--- src/rtl/siso_ctrl_pkg.sv ---
// Shared definitions for the SISO chain controller: FSM state encoding and
// default geometry of the serial word and the external chain.
package siso_ctrl_pkg;

  localparam int WIDTH_DEF = 4;
  localparam int DEPTH_DEF = 4;

  typedef enum logic [1:0] {
    ST_IDLE  = 2'd0,
    ST_SHIFT = 2'd1,
    ST_DONE  = 2'd2
  } state_e;

endpackage

--- src/rtl/siso_ctrl_rr_arb2.sv ---
// Two-way round-robin arbiter. The grant is combinational from req and the
// pointer; the pointer only moves when the caller accepts a grant, so a
// request that is never acted on does not disturb fairness.
module rr_arb2 (
  input  logic       clk,
  input  logic       rst,
  input  logic [1:0] req,
  input  logic       accept,
  output logic [1:0] gnt
);

  // pref_q = 1 means requester 1 wins a tie; 0 (reset) favours requester 0.
  logic pref_q;
  logic pref_d;

  // Grant selection: single requester wins outright, a tie goes to pref_q.
  always_comb begin
    gnt = 2'b00;
    case (req)
      2'b01:   gnt = 2'b01;
      2'b10:   gnt = 2'b10;
      2'b11:   gnt = pref_q ? 2'b10 : 2'b01;
      default: gnt = 2'b00;
    endcase
  end

  // Pointer update: after serving one requester, prefer the other.
  always_comb begin
    pref_d = pref_q;
    if (accept && (gnt != 2'b00)) begin
      pref_d = gnt[0];
    end
  end

  // Pointer register.
  always_ff @(posedge clk) begin
    if (rst) begin
      pref_q <= 1'b0;
    end else begin
      pref_q <= pref_d;
    end
  end

endmodule

--- src/rtl/siso_ctrl.sv ---
// Controller that serialises a granted requester's word into an external
// DEPTH-stage SISO chain (LSB first) and recovers the word from the chain
// output. One transaction: IDLE (grant) -> SHIFT (WIDTH+DEPTH cycles) ->
// DONE (one cycle) -> IDLE.
//
// Handshake: req[i] is a level request that the requester holds until it
// sees done; the controller samples req only in IDLE, so a request dropped
// mid-transaction does not abort it. gnt is one-hot from the grant edge
// through the DONE cycle and data is captured exactly at the grant edge.
module siso_ctrl
  import siso_ctrl_pkg::*;
#(
  parameter int WIDTH = WIDTH_DEF,
  parameter int DEPTH = DEPTH_DEF
) (
  input  logic             clk,
  input  logic             rst,
  input  logic [1:0]       req,
  input  logic [WIDTH-1:0] data0,
  input  logic [WIDTH-1:0] data1,
  output logic [1:0]       gnt,
  output logic             busy,
  output logic             shift_en,
  output logic             sdo,
  input  logic             sdi,
  output logic [WIDTH-1:0] rx_data,
  output logic             done
);

  localparam int TOTAL = WIDTH + DEPTH;
  localparam int CW    = $clog2(TOTAL + 1);

  localparam logic [CW-1:0] LAST_K  = CW'(TOTAL - 1);
  localparam logic [CW-1:0] FIRST_RX = CW'(DEPTH);

  state_e           state_q, state_d;
  logic [CW-1:0]    cnt_q, cnt_d;
  logic [WIDTH-1:0] tx_q, tx_d;
  logic [WIDTH-1:0] rx_q, rx_d;
  logic [1:0]       gnt_q, gnt_d;
  logic [1:0]       arb_gnt;
  logic             arb_accept;

  rr_arb2 u_arb (
    .clk    (clk),
    .rst    (rst),
    .req    (req),
    .accept (arb_accept),
    .gnt    (arb_gnt)
  );

  // Next-state and datapath: grant/latch in IDLE, shift both registers in
  // SHIFT, release the grant after DONE.
  always_comb begin
    state_d    = state_q;
    cnt_d      = cnt_q;
    tx_d       = tx_q;
    rx_d       = rx_q;
    gnt_d      = gnt_q;
    arb_accept = 1'b0;
    case (state_q)
      ST_IDLE: begin
        gnt_d = 2'b00;
        if (req != 2'b00) begin
          arb_accept = 1'b1;
          gnt_d      = arb_gnt;
          tx_d       = arb_gnt[1] ? data1 : data0;
          rx_d       = '0;
          cnt_d      = '0;
          state_d    = ST_SHIFT;
        end
      end
      ST_SHIFT: begin
        // Zeros fill in behind the word, so sdo is 0 once k >= WIDTH.
        tx_d = tx_q >> 1;
        // The chain delays sdo by DEPTH cycles; capture MSB-first into the
        // top so that the first captured bit lands in bit 0 at the end.
        if (cnt_q >= FIRST_RX) begin
          rx_d = WIDTH'({sdi, rx_q} >> 1);
        end
        if (cnt_q == LAST_K) begin
          state_d = ST_DONE;
        end else begin
          cnt_d = cnt_q + 1'b1;
        end
      end
      ST_DONE: begin
        gnt_d   = 2'b00;
        state_d = ST_IDLE;
      end
      default: begin
        gnt_d   = 2'b00;
        state_d = ST_IDLE;
      end
    endcase
  end

  // State and datapath registers; reset aborts any transaction in flight.
  always_ff @(posedge clk) begin
    if (rst) begin
      state_q <= ST_IDLE;
      cnt_q   <= '0;
      tx_q    <= '0;
      rx_q    <= '0;
      gnt_q   <= 2'b00;
    end else begin
      state_q <= state_d;
      cnt_q   <= cnt_d;
      tx_q    <= tx_d;
      rx_q    <= rx_d;
      gnt_q   <= gnt_d;
    end
  end

  assign gnt      = gnt_q;
  assign busy     = (state_q != ST_IDLE);
  assign shift_en = (state_q == ST_SHIFT);
  assign sdo      = shift_en & tx_q[0];
  assign done     = (state_q == ST_DONE);
  assign rx_data  = rx_q;

endmodule

--- config.mk ---
export PLATFORM = sky130hd
export DESIGN_NAME = siso_ctrl
export DESIGN_NICKNAME = d
export VERILOG_FILES = /design/src/rtl/siso_ctrl_pkg.sv /design/src/rtl/siso_ctrl_rr_arb2.sv /design/src/rtl/siso_ctrl.sv
export SDC_FILE = /design/constraint.sdc
export NUM_CORES = 1
export LEC_CHECK = 0
export CAP_MARGIN = 20
export CORE_MARGIN = 3
export CORE_UTILIZATION = 41
export DETAILED_ROUTE_END_ITERATION = 12
export MAX_ROUTING_LAYER = met4
export PLACE_DENSITY = 0.75
export SLEW_MARGIN = 15
export SYNTH_ARGS = -nofsm -noshare
export SYNTH_HDL_FRONTEND = slang
export SYNTH_HIERARCHICAL = 1
export SYNTH_SLANG_ARGS = --single-unit
export TNS_END_PERCENT = 10
--- constraint.sdc ---
create_clock -name clk -period 1.5 [get_ports clk]
set_input_delay 0.3 -clock clk [delete_from_list [all_inputs] [get_ports clk]]
set_output_delay 0.3 -clock clk [all_outputs]
set_load 0.02 [all_outputs]
# Word-level counts from Yosys, hierarchy flattened
# Index checks and enable logic that the tools add are counted.
op_classes:
  n_addsub: 1
  multipliers: 0
  div: 0
  magnitude_cmp: 1
  eq_ne: 10
  n_shift: 0
  muxes: 17
  bitwise_logic: 1
  n_reduce_logical: 10
op_table:
  columns: ["op", "count"]
  rows:
  - ["$pmux W4 S2", 3]
  - ["$mux W4", 5]
  - ["$mux W2", 4]
  - ["$pmux W2 S2", 2]
  - ["$reduce_bool A2 Y1", 4]
  - ["$eq A2 B2 Y1 const B", 3]
  - ["$pmux W2 S3", 1]
  - ["$reduce_and A3 Y1", 2]
  - ["$add A4 B1 Y4 const B", 1]
  - ["$eq A2 B1 Y1 const B", 2]
  - ["$eq A4 B3 Y1 const B", 1]
  - ["$ge A4 B3 Y1 const B", 1]
  - ["$ne A2 B1 Y1 const B", 2]
  - ["$ne A2 B2 Y1 const B", 2]
  - ["$reduce_and A2 Y1", 2]
  - ["$logic_not A2 Y1", 1]
  - ["$mux W1", 2]
  - ["$and A1 B1 Y1", 1]
  - ["$logic_and A1 B1 Y1", 1]
word_totals:
  register_bits: 17
  latchBits: 0
  mem_bits_rw: 0
  rom_bits: 0
  out_inout_bits: 10
  elab_cells: 46
  mem_count: 0

# Depth between registers and ports, before layout
depth:
  word_depth: 5
  depth_mapped: 5
  depth_no_buf: 5

# By module
# Netlist, hierarchy kept.
by_module_without_submodules:
  columns: ["module", "instances", "cells_each", "area_per_inst_um2"]
  rows:
  - ["siso_ctrl", 1, 81, 749.5]
  - ["rr_arb2", 1, 7, 65.1]

# Least setup slack after synthesis
# No wires, ideal clock.
synth_timing:
  path_kind: "register to register"
  from: "register u_arb.pref_q"
  to: "register tx_q[0]"
  setup_time_ns: 0.132
  t_arrival_ns: 1.437
  required_ns: 1.368
  path_slack_ns: -0.069
  path_stages_with_launch: 6
  n_path_buf: 0
  cell_sequence: "dfxtp_1 -> inv_1 -> a21boi_0 -> mux2_2 -> a32oi_1 -> a21oi_1"
synth_via:
  elab_chain_len: 5
synth_rtl:
  columns: ["element", "line_no", "text"]
  rows:
  - ["start: declaration", "siso_ctrl_rr_arb2.sv:13", "logic pref_q;"]
  - ["start signal: assignment", "siso_ctrl_rr_arb2.sv:40", "pref_q <= pref_d;"]
  - ["$mux W2", "siso_ctrl_rr_arb2.sv:22", "2'b11: gnt = pref_q ? 2'b10 : 2'b01;"]
  - ["$pmux W2 S3", "siso_ctrl_rr_arb2.sv:19", "case (req)"]
  - ["via arb_gnt[1]", "siso_ctrl.sv:41", "logic [1:0] arb_gnt;"]
  - ["$mux W4", "siso_ctrl.sv:67", "tx_d = arb_gnt[1] ? data1 : data0;"]
  - ["$mux W4", "siso_ctrl.sv:64", "if (req != 2'b00) begin"]
  - ["$pmux W4 S2", "siso_ctrl.sv:61", "case (state_q)"]
  - ["end signal: assignment", "siso_ctrl.sv:109", "tx_q <= tx_d;"]
  - ["end: declaration", "siso_ctrl.sv:38", "logic [WIDTH-1:0] tx_q, tx_d;"]
# The timed path passes the listed nets, and every way through them passes these cells. The select of a mux whose other input is x is not followed.
# A chain may end at the register's enable or synchronous reset.

# Final worst setup path
layout_timing:
  from: "register cnt_q[0]"
  to: "register cnt_q[1]"
layout_via:
  elab_chain_len: 3
layout_rtl:
  columns: ["element", "line_no", "text"]
  rows:
  - ["start: declaration", "siso_ctrl.sv:37", "logic [CW-1:0] cnt_q, cnt_d;"]
  - ["start signal: assignment", "siso_ctrl.sv:108", "cnt_q <= cnt_d;"]
  - ["$add A4 B1 Y4 or $eq A4 B3 Y1 (tied branches)", "siso_ctrl.sv:84, siso_ctrl.sv:81", null]
  - ["$mux W4 or $ne A2 B2 Y1 (tied branches)", null, null]
  - ["$pmux W4 S2 or $reduce_and A3 Y1 (tied branches)", null, null]
# Several ways; a longest one is shown, not always the timed one. The select of a mux whose other input is x is not followed.

==> impl_metrics.yaml <==
critical_path:
  cp_cell_sequence: "ha_1, and4b_1, o31a_1, a22o_1"
  cp.buffers_inverters: 0
  r2r_start: "cnt_q[0]$_SDFFE_PP0P_"
  cp-end-kind: "flop"
  cp_data_arrival_time_ps: 1600
  r2r_end: "cnt_q[1]$_SDFFE_PP0P_"
  reg2reg_slack_ps: 80
  path_class: "flop to flop"
  cp_slowest_stage_delay_ps: 350
  worstSetupStartpointType: "flop"
  crit_path_top_delay_cell: "dfxtp_1"
  reg2regPathDepth: 4
  cp_max_fo: 5
  critPathTopFamily: "compound AO/OA/AOI/OAI gates"
  required_ps: 1690
min_path:
  holdPathEnd: "tx_q[1]$_SDFFE_PP0P_"
  hold_start: "tx_q[1]$_SDFFE_PP0P_"
  min_path_cells: 2
  hold_path.class: "flop to flop"
detailed_routing:
  routed_via_density: 5.26
  num_vias: 783
  routed_wirelength_um: 1910
  drt_iter0_markers: 8
  drtPass1Iterations: 2
  wl_per_cell_um: 12.8
  ant_nets: 0
  drc_errors: 0
global_routing:
  grt_use_total_pct: 16.8
  overflow: 0
  grt_pass1_wl_um: 3180
  grt_pass1_vias: 752
  grt_max_degree: 12
  antenna_found_initial: 0
yosys:
  yosys_most_used_dff: "dfxtp_1"
  async_flop_share_pct: 0
  yosys.area.top_type_share_pct: 41.8
  ys_seq_area_share_pct: 41.8
  synth_area_um2: 815
  synth_nets: 102
  synth_cells: 88
  synth_commonest_cells: "17 x dfxtp_1, 6 x nor2_1"
  yosys_warnings: 6
  avgSynthCellArea_um2: 9.26
  yosysMostFrequentCell: "dfxtp_1"
  yosys_register_bits: 17
  synth_edf_count: 0
  synth_area_leaders: "dfxtp_1 42%, a32oi_1 5.4%, mux2_2 4.1%, o22a_1 3.2%, a21oi_1 3.1%"
  synth_area_leader_cell: "dfxtp_1"
  synth_cell_type_count: 36
finish:
  nets: 139
  final_core_util_pct: 64.1
  drive_gt1_share_pct: 26.6
  antenna_cells: 0
  area_delta_synth_final_pct: 41.8
pwr:
  p_leak_uw: 0.000509
  switching_share_pct: 25.3
  seqPwrFrac_pct: 53.7
  power.total_uw: 893
  p_per_area_mw_per_mm2: 774
  internal_power_uw: 667
  clkPwrFrac_pct: 27.2
  comb_power_share_pct: 19.1
  switching_power_uw: 226
  ir_drop_mv: 0.579
sta:
  worst_pin_slew_ps: 466
  max_freq_mhz: 706
  final.period_utilization_pct: 94.4
  min_period_ps: 1420
  hold-worst-slack_ps: 489
  skew_ps: 8.27
  slew_violations: 0
  rsz0062_at_grt: "no"
  layout_setup_ws_ps: 83.9
  setup_violations: 0
  hold_viol: 0
  fin_tns_setup_ps: 0
  relSlewSlack_pct: 68.7
clock_tree:
  cts_buffer_depth: 2
  htree_levels: 1
  clkLatencyLatePin_ps: 290
  cts_root_buffer: "clkbuf_4"
  path_clk_slew_ps: 100
  cts_setup_buffers: 0
  cts_inserted_buffers: 3
  cts.sinks: 17
  hold_buffers: 0
  cts_tree: "yes"
place:
  pre_cts_slack_ps: -441
  gp_congestion: 0.807
  hpwl_um: 1490
  io_buffer_count: 22
outcome:
  status: "completed"
floorplan:
  dieArea_mm2: 0.00256
  coreArea_mm2: 0.00180
  die_y_um: 50.6
  rows: 15
  num_io_pins: 23
  fp.dieW_um: 50.6
  initial_utilization_pct: 45.2
flow_run:
  drv_cap: 0
==> through the flow <==
step,cells,cell area [µm²]
floorplan,88,815
global placement,145,1150
detailed placement,145,1150
CTS,149,1170
global route,149,1150
finish,149,1150
==> logic make-up (layout without fill, tap and decap cells) <==
kind of cell | Yosys count | count (layout) | share of synthesized area [%]
AOI/OAI and AO/OA | 30 | 30 | 26.7
adders and majority gates | 1 | 1 | 1.54
buffers and inverters | 10 | 46 | 6.30
DFF | 17 | 17 | 41.8
muxes | 4 | 4 | 5.38
and+or+nand+nor | 26 | 26 | 18.3
==> power by group through the flow <==
stage / Clock, µW / Combinational [µW] / Sequential, µW
2_1_floorplan: 0 / 84.7 / 494
3_3_place_gp: 0 / 173 / 491
3_5_place_dp: 0 / 177 / 492
4_1_cts: 253 / 174 / 482
5_1_grt: 274 / 186 / 482
6_report: 243 / 170 / 480
==> state kept, by name (all words and copies together), names as in the netlist <==
name and count:
tx_q 4, state_q 2, cnt_q 4, gnt 2, rx_data 4, u_arb/pref_q 1
==> how the worst max path moves through the flow <==
stage | from | to | cells after the start
floorplan | u_arb/pref_q$_SDFFE_PP0P_ | tx_q[0]$_SDFFE_PP0P_ | 5
global placement | req[1] | tx_q[0]$_SDFFE_PP0P_ | 6
detailed placement | req[1] | tx_q[0]$_SDFFE_PP0P_ | 6
CTS | state_q[0]$_SDFFE_PP0P_ | busy | 4
global route | state_q[0]$_SDFFE_PP0P_ | busy | 4
finish | cnt_q[0]$_SDFFE_PP0P_ | cnt_q[1]$_SDFFE_PP0P_ | 4
==> metal layers <==
metal  wire (µm)  track usage (%)
met1         854             17.4
met2         930             29.1
met3         113             6.23
met4          14             5.83
met5           0                -
==> worst register-to-register path, delay by kind of cell (launching register included) <==
family	cells	cell delay [ps]
compound gates	2	530
flops	1	350
fa+ha+maj	1	240
simple gates	1	200
==> what timing repair did <==
| action | CTS | global route |
|---|---|---|
| gates resized for setup | 24 | 5 |
| endpoints found under the setup margin | 14 | 4 |
| cloned | 0 | 0 |
==> layout make-up <==
type / instances / area, µm²
fillers: 156 / 647
repair buffers: 37 / 303
inverters: 5 / 18.8
multi-input cells: 61 / 429
clock buffers: 4 / 26.3
flip-flops and latches: 17 / 347
well taps: 25 / 31.3
==> cell usage in the layout, fill, tap and decap left out, drive strengths merged <==
| cell type | netlist | layout |
|---|---|---|
| and2b | 1 | 1 |
| a32oi | 5 | 5 |
| a211oi | 1 | 1 |
| nand3 | 1 | 1 |
| a21bo | 1 | 1 |
| nor2 | 6 | 6 |
| o22ai | 2 | 2 |
| or2 | 1 | 1 |
| ha | 1 | 1 |
| nor3b | 1 | 1 |
| dlygate4sd2 | 0 | 8 |
| and2 | 2 | 2 |
| o32ai | 2 | 2 |
| nor3 | 3 | 3 |
| or3b | 1 | 1 |
| dfxtp | 17 | 17 |
| o21ai | 5 | 5 |
| mux2i | 1 | 1 |
| nor2b | 1 | 1 |
| clkdlybuf4s50 | 0 | 10 |
| buf | 1 | 18 |
| mux2 | 3 | 3 |
| a21oi | 6 | 6 |
| o22a | 3 | 3 |
| clkbuf | 4 | 5 |
| a41oi | 1 | 1 |
| a21boi | 2 | 2 |
| nand2 | 4 | 4 |
| or4 | 1 | 1 |
| nor4 | 2 | 2 |
| and4b | 1 | 1 |
| inv | 5 | 5 |
| a22o | 1 | 1 |
| o31a | 1 | 1 |
| nand3b | 1 | 1 |
Power figures use the tool's default switching activity.
